File: src/rtl/adder_arbiter_pkg.sv
// Shared definitions for the adder arbiter: operand/result widths and FSM state type.
package adder_arbiter_pkg;

  localparam int unsigned OPW  = 6;
  localparam int unsigned RESW = 7;

  typedef enum logic [1:0] {
    ST_IDLE = 2'd0,
    ST_EXEC = 2'd1,
    ST_RESP = 2'd2
  } state_t;

endpackage

File: src/rtl/adder_arbiter_adder.sv
// Combinational 6-bit Kogge-Stone prefix adder with bit-level ports and carry-out.
module adder (
  input  logic x0, x1, x2, x3, x4, x5,
  input  logic y0, y1, y2, y3, y4, y5,
  output logic s0, s1, s2, s3, s4, s5,
  output logic ov
);

  logic [5:0] w_x, w_y;
  logic [5:0] w_g0, w_p0, w_g1, w_p1, w_g2, w_p2, w_g3;
  logic [5:0] w_s;

  assign w_x  = {x5, x4, x3, x2, x1, x0};
  assign w_y  = {y5, y4, y3, y2, y1, y0};
  assign w_g0 = w_x & w_y;
  assign w_p0 = w_x ^ w_y;

  // Shifted operands zero-fill low bits; those positions are already complete groups.
  assign w_g1 = w_g0 | (w_p0 & (w_g0 << 1));
  assign w_p1 = w_p0 & (w_p0 << 1);
  assign w_g2 = w_g1 | (w_p1 & (w_g1 << 2));
  assign w_p2 = w_p1 & (w_p1 << 2);
  assign w_g3 = w_g2 | (w_p2 & (w_g2 << 4));

  assign w_s = w_p0 ^ {w_g3[4:0], 1'b0};

  assign {s5, s4, s3, s2, s1, s0} = w_s;
  assign ov = w_g3[5];

endmodule

File: src/rtl/adder_arbiter.sv
// Round-robin arbiter sharing one adder between two requesters with valid/ready handshakes.
module adder_arbiter
  import adder_arbiter_pkg::*;
#(
  parameter int unsigned CNT_W = 16
) (
  input  logic             clk,
  input  logic             rst,
  input  logic             req0_valid,
  output logic             req0_ready,
  input  logic [OPW-1:0]   req0_x,
  input  logic [OPW-1:0]   req0_y,
  input  logic             req1_valid,
  output logic             req1_ready,
  input  logic [OPW-1:0]   req1_x,
  input  logic [OPW-1:0]   req1_y,
  output logic             rsp0_valid,
  output logic             rsp1_valid,
  input  logic             rsp0_ready,
  input  logic             rsp1_ready,
  output logic [RESW-1:0]  rsp_s,
  output logic             busy,
  output logic [CNT_W-1:0] ops_done
);

  state_t           r_state, w_next;
  logic             r_last, r_id;
  logic [OPW-1:0]   r_x, r_y;
  logic [RESW-1:0]  r_res;
  logic [CNT_W-1:0] r_cnt;

  logic             w_grant0, w_grant1, w_acc0, w_acc1, w_done;
  logic [RESW-1:0]  w_sum;

  adder u_adder (
    .x0(r_x[0]), .x1(r_x[1]), .x2(r_x[2]), .x3(r_x[3]), .x4(r_x[4]), .x5(r_x[5]),
    .y0(r_y[0]), .y1(r_y[1]), .y2(r_y[2]), .y3(r_y[3]), .y4(r_y[4]), .y5(r_y[5]),
    .s0(w_sum[0]), .s1(w_sum[1]), .s2(w_sum[2]), .s3(w_sum[3]), .s4(w_sum[4]), .s5(w_sum[5]),
    .ov(w_sum[6])
  );

  always_comb begin
    // On a tie the requester that was not served last wins; r_last=1 favours requester 0.
    w_grant0 = req0_valid && (!req1_valid || r_last);
    w_grant1 = req1_valid && (!req0_valid || !r_last);
    w_acc0   = !rst && (r_state == ST_IDLE) && w_grant0;
    w_acc1   = !rst && (r_state == ST_IDLE) && w_grant1;
    w_done   = (r_state == ST_RESP) && (r_id ? rsp1_ready : rsp0_ready);

    req0_ready = w_acc0;
    req1_ready = w_acc1;
    rsp0_valid = (r_state == ST_RESP) && !r_id;
    rsp1_valid = (r_state == ST_RESP) && r_id;
    rsp_s      = r_res;
    busy       = (r_state != ST_IDLE);
    ops_done   = r_cnt;

    w_next = r_state;
    unique case (r_state)
      ST_IDLE: if (w_acc0 || w_acc1) w_next = ST_EXEC;
      ST_EXEC: w_next = ST_RESP;
      ST_RESP: if (w_done) w_next = ST_IDLE;
      default: w_next = ST_IDLE;
    endcase
  end

  always_ff @(posedge clk or posedge rst) begin
    if (rst) begin
      r_state <= ST_IDLE;
      r_last  <= 1'b1;
      r_id    <= 1'b0;
      r_x     <= '0;
      r_y     <= '0;
      r_res   <= '0;
      r_cnt   <= '0;
    end else begin
      r_state <= w_next;
      if (w_acc0 || w_acc1) begin
        r_x  <= w_acc0 ? req0_x : req1_x;
        r_y  <= w_acc0 ? req0_y : req1_y;
        r_id <= w_acc1;
      end
      if (r_state == ST_EXEC) r_res <= w_sum;
      if (w_done) begin
        r_last <= r_id;
        r_cnt  <= r_cnt + CNT_W'(1);
      end
    end
  end

endmodule

File: config.mk
export PLATFORM = sky130hd
export DESIGN_NAME = adder_arbiter
export DESIGN_NICKNAME = d
export VERILOG_FILES = /design/src/rtl/adder_arbiter_pkg.sv /design/src/rtl/adder_arbiter_adder.sv /design/src/rtl/adder_arbiter.sv
export SDC_FILE = /design/constraint.sdc
export NUM_CORES = 1
export LEC_CHECK = 0
export ABC_AREA = 0
export BUFFER_PORTS_ARGS = -buffer_cell sky130_fd_sc_hd__buf_2
export CAP_MARGIN = 0
export CORE_UTILIZATION = 40
export CTS_BUF_LIST = sky130_fd_sc_hd__clkbuf_8
export CTS_CLUSTER_SIZE = 10
export DETAILED_ROUTE_END_ITERATION = 8
export GPL_ROUTABILITY_DRIVEN = 0
export PLACE_DENSITY_LB_ADDON = 0.05
export SETUP_SLACK_MARGIN = 0.05
export SLEW_MARGIN = 25
export SYNTH_ARGS = -nofsm -noshare
export SYNTH_HDL_FRONTEND = slang
export SYNTH_SLANG_ARGS = --single-unit
File: constraint.sdc
create_clock -name clk -period 1.6 [get_ports clk]
set_input_delay 0.16 -clock clk [delete_from_list [all_inputs] [get_ports clk]]
set_output_delay 0.16 -clock clk [all_outputs]
set_load 0.01 [all_outputs]
==> results.sh <==
export IMPL_violations="negative setup slack"
export IMPL_period_minus_slack_ns=1.675
export IMPL_power_switching_uw=1810
export IMPL_maxSlewHeadroom=0.7530
export IMPL_grt_pass1_vias=1530
export IMPL_drive_gt1_frac=0.4558
export IMPL_route_detailed_drc=0
export IMPL_crit_family="compound AO/OA/AOI/OAI gates"
export IMPL_vias=1657
export IMPL_ys_seq_area_frac=0.5045
export IMPL_worst_pin_slew_ns=0.3697
export IMPL_rsz0062_at_grt="yes"
export IMPL_core_area_sq_um=4504
export IMPL_dr_pass1_iters=6
export IMPL_start_util=0.4300
export IMPL_cts_tree="yes"
export IMPL_area_growth_pct=45.28
export IMPL_cp_arrival_ns=1.86
export IMPL_grt_pass1_wl_mm=7.251
export IMPL_cts_max_level=2
export IMPL_syn_area_sq_um=1937
export IMPL_die_w_microns=71.59
export IMPL_maxCapViolations=0
export IMPL_skew_ns=0.006530
export IMPL_hp_class="input port to register"
export IMPL_dp_cells=313
export IMPL_p_leak_uw=0.001461
export IMPL_fin_crit_sh=1.047
export IMPL_synth_ff_type="dfrtp_1"
export IMPL_fin_tns_setup_ns=-0.07517
export IMPL_setup_viol=1
export IMPL_p_per_area_nw_per_um2=1684
export IMPL_worstPathCellList="ha_2 > inv_2 > fa_2 > nor2b_1 > o21a_1 > or3_1 > a31o_2"
export IMPL_seqPwrFrac=0.343
export IMPL_ios=58
export IMPL_cts_root_buffer="clkbuf_8"
export IMPL_insertedDiodeCount=0
export IMPL_clock_latency_ns=0.30
export IMPL_comb_power_share=0.522
export IMPL_row_count=24
export IMPL_worstSetupPathType="register to register"
export IMPL_placed_area_sq_um=2437
export IMPL_mostFrequentLayoutCell="buf_2"
export IMPL_first_iter_violations=76
export IMPL_syn_nets=227
export IMPL_whs_ns=0.09667
export IMPL_clock_fmax_ghz=0.5970
export IMPL_cts_sinks=39
export IMPL_grt_overflow=0
export IMPL_die_h_microns=71.59
export IMPL_synth_async_sr_flop_share=1.000
export IMPL_antenna_found_initial=0
export IMPL_startpoint_type="register"
export IMPL_internal_power_uw=2930
export IMPL_synth_edf_count=0
export IMPL_nets=320
export IMPL_vias_per_cell=4.946
export IMPL_synthCells=189
export IMPL_cts_clk_slew_worst_paths_ns=0.08
export IMPL_hold_viol_final=0
export IMPL_synth_distinct_cells=35
export IMPL_outcome="finished, violations left"
export IMPL_ir_drop_uv=857.9
export IMPL_p_clk_frac=0.135
export IMPL_drt_total_wl_mm=4.517
export IMPL_worst_path_max_fanout=2
export IMPL_drt_wirelength_per_cell_microns=13.48
export IMPL_port_buffers=57
export IMPL_finalInstanceArea_sq_um=2814
export IMPL_dp_slack_ns=-0.08679
export IMPL_dp_hpwl_mm=3.158
export IMPL_end_kind="register"
export IMPL_layout_common_cells="buf_2 (55), dfrtp_1 (37), buf_4 (29)"
export IMPL_cts_inserted_buffers=5
export IMPL_cp_data_required_time_ns=1.79
export IMPL_yosys_warnings=0
export IMPL_finalNonFillerCells=335
export IMPL_grt_max_degree=26
export IMPL_slowest_stage="dfrtp_1"
export IMPL_path_buf_inv=1
export IMPL_slowest_delay_ns=0.38
export IMPL_clockBufferDepth=2
export IMPL_switching_share=0.3819
export IMPL_syn_area_per_cell_sq_um=10.25
export IMPL_slew_viol_final=0
export IMPL_setup_ws_ns=-0.07517
export IMPL_ant_nets=0
export IMPL_synth_seq_cells=39
export IMPL_dieArea_sq_um=5124
export IMPL_track_usage=0.1859
-- layout make-up --
cell class,count,area (sq um)
clock buffer,5,68.82
fill,389,1690
multi-input combinational,138,1051
tap,52,65.06
clock inverter,3,12.51
sequential,39,978.4
timing repair buffer,90,598.1
inverter,8,40.04
-- cells by family (layout without fill, tap and decap cells) --
kind of cell | count (synthesis) | count (layout) | synth area share
DFF | 39 | 39 | 0.5045
xor gates and xnor gates | 18 | 18 | 0.08139
adders and majority gates | 8 | 8 | 0.05555
AOI/OAI and AO/OA | 26 | 26 | 0.08010
buffers and inverters | 12 | 106 | 0.02390
and+or+nand+nor | 72 | 72 | 0.1815
muxes | 14 | 14 | 0.07299
-- cell usage after synthesis, types with 2 or more instances --
library cell   n  share of area
inv_1          8          0.016
nor2b_1        3         0.0097
dfrtp_1       38           0.49
mux2i_1       13          0.067
nand2_1       17          0.033
clkbuf_1       3         0.0058
a21oi_1       13          0.034
nand4_1        3         0.0097
nand2b_1       3         0.0097
nor3_1         4          0.010
nor2_1        20          0.039
or3_1          2         0.0065
nand3_1        8          0.021
and2_1         2         0.0065
a211oi_1       2         0.0077
nor4_1         2         0.0065
o21ai_0        5          0.013
ha_1           7          0.045
xnor2_1       10          0.045
xor2_1         8          0.036
and3_1         4          0.013
-- timing repair --
item | CTS | global route
setup buffers | 4 | 8
resized for setup | 7 | 33
hold buffers | 1 | 0
pin swaps | 6 | 13
hold endpoints to repair | 38 | 0
setup endpoints to repair | 8 | 14
cloned | 1 | 0
-- per-layer routing --
metal,global-route usage,wire [microns],vias to the layer above,part of all wire
met2,0.2635,1890,49,0.42
met4,0.05882,57,0,0.013
met5,0,0,-,0
li1,-,-,836,-
met3,0.04923,244,6,0.054
met1,0.2776,2325,766,0.51
-- path summary, 6_finish.rpt --
check / from / endpoint / slack, ns / cells past startpoint
max: r_y[0]$_DFFE_PP0P_ / rsp_s[4]$_DFFE_PP0N_ / -0.08 / 7
min: rsp1_ready / r_last$_DFFE_PP1P_ / 0.1 / 2
max reg2reg: r_y[0]$_DFFE_PP0P_ / rsp_s[4]$_DFFE_PP0N_ / -0.08 / 7
min reg2reg: ops_done[15]$_DFFE_PP0P_ / ops_done[15]$_DFFE_PP0P_ / 0.47 / 1
max in group asynchronous: rst / r_state[1]$_DFFE_PP0P_ / 0.79 / 4
min in group asynchronous: rst / ops_done[3]$_DFFE_PP0P_ / 0.48 / 4
-- registers in the layout (all words and copies together) (netlist names) --
register and cells:
rsp_s 7, r_y 6, ops_done 16, r_state 2
r_x 6, r_id 1, r_last 1
-- power by group through the flow --
stage	clock, uW	combinational [uW]	sequential, uW
6_report	639	2470	1630
2_1_floorplan	0	1240	1650
3_5_place_dp	0	2100	1610
3_3_place_gp	0	2100	1590
5_1_grt	703	2760	1680
4_1_cts	664	2240	1600
-- metrics by stage --
stage,utilization,power (uW)
after floorplan,-,2891
after global placement,0.5411,3692
after detailed placement,0.5411,3716
after CTS,0.5828,4506
after global routing,0.6247,5138
final,0.6247,4740
Note: power is estimated with default switching activity, not from simulation.
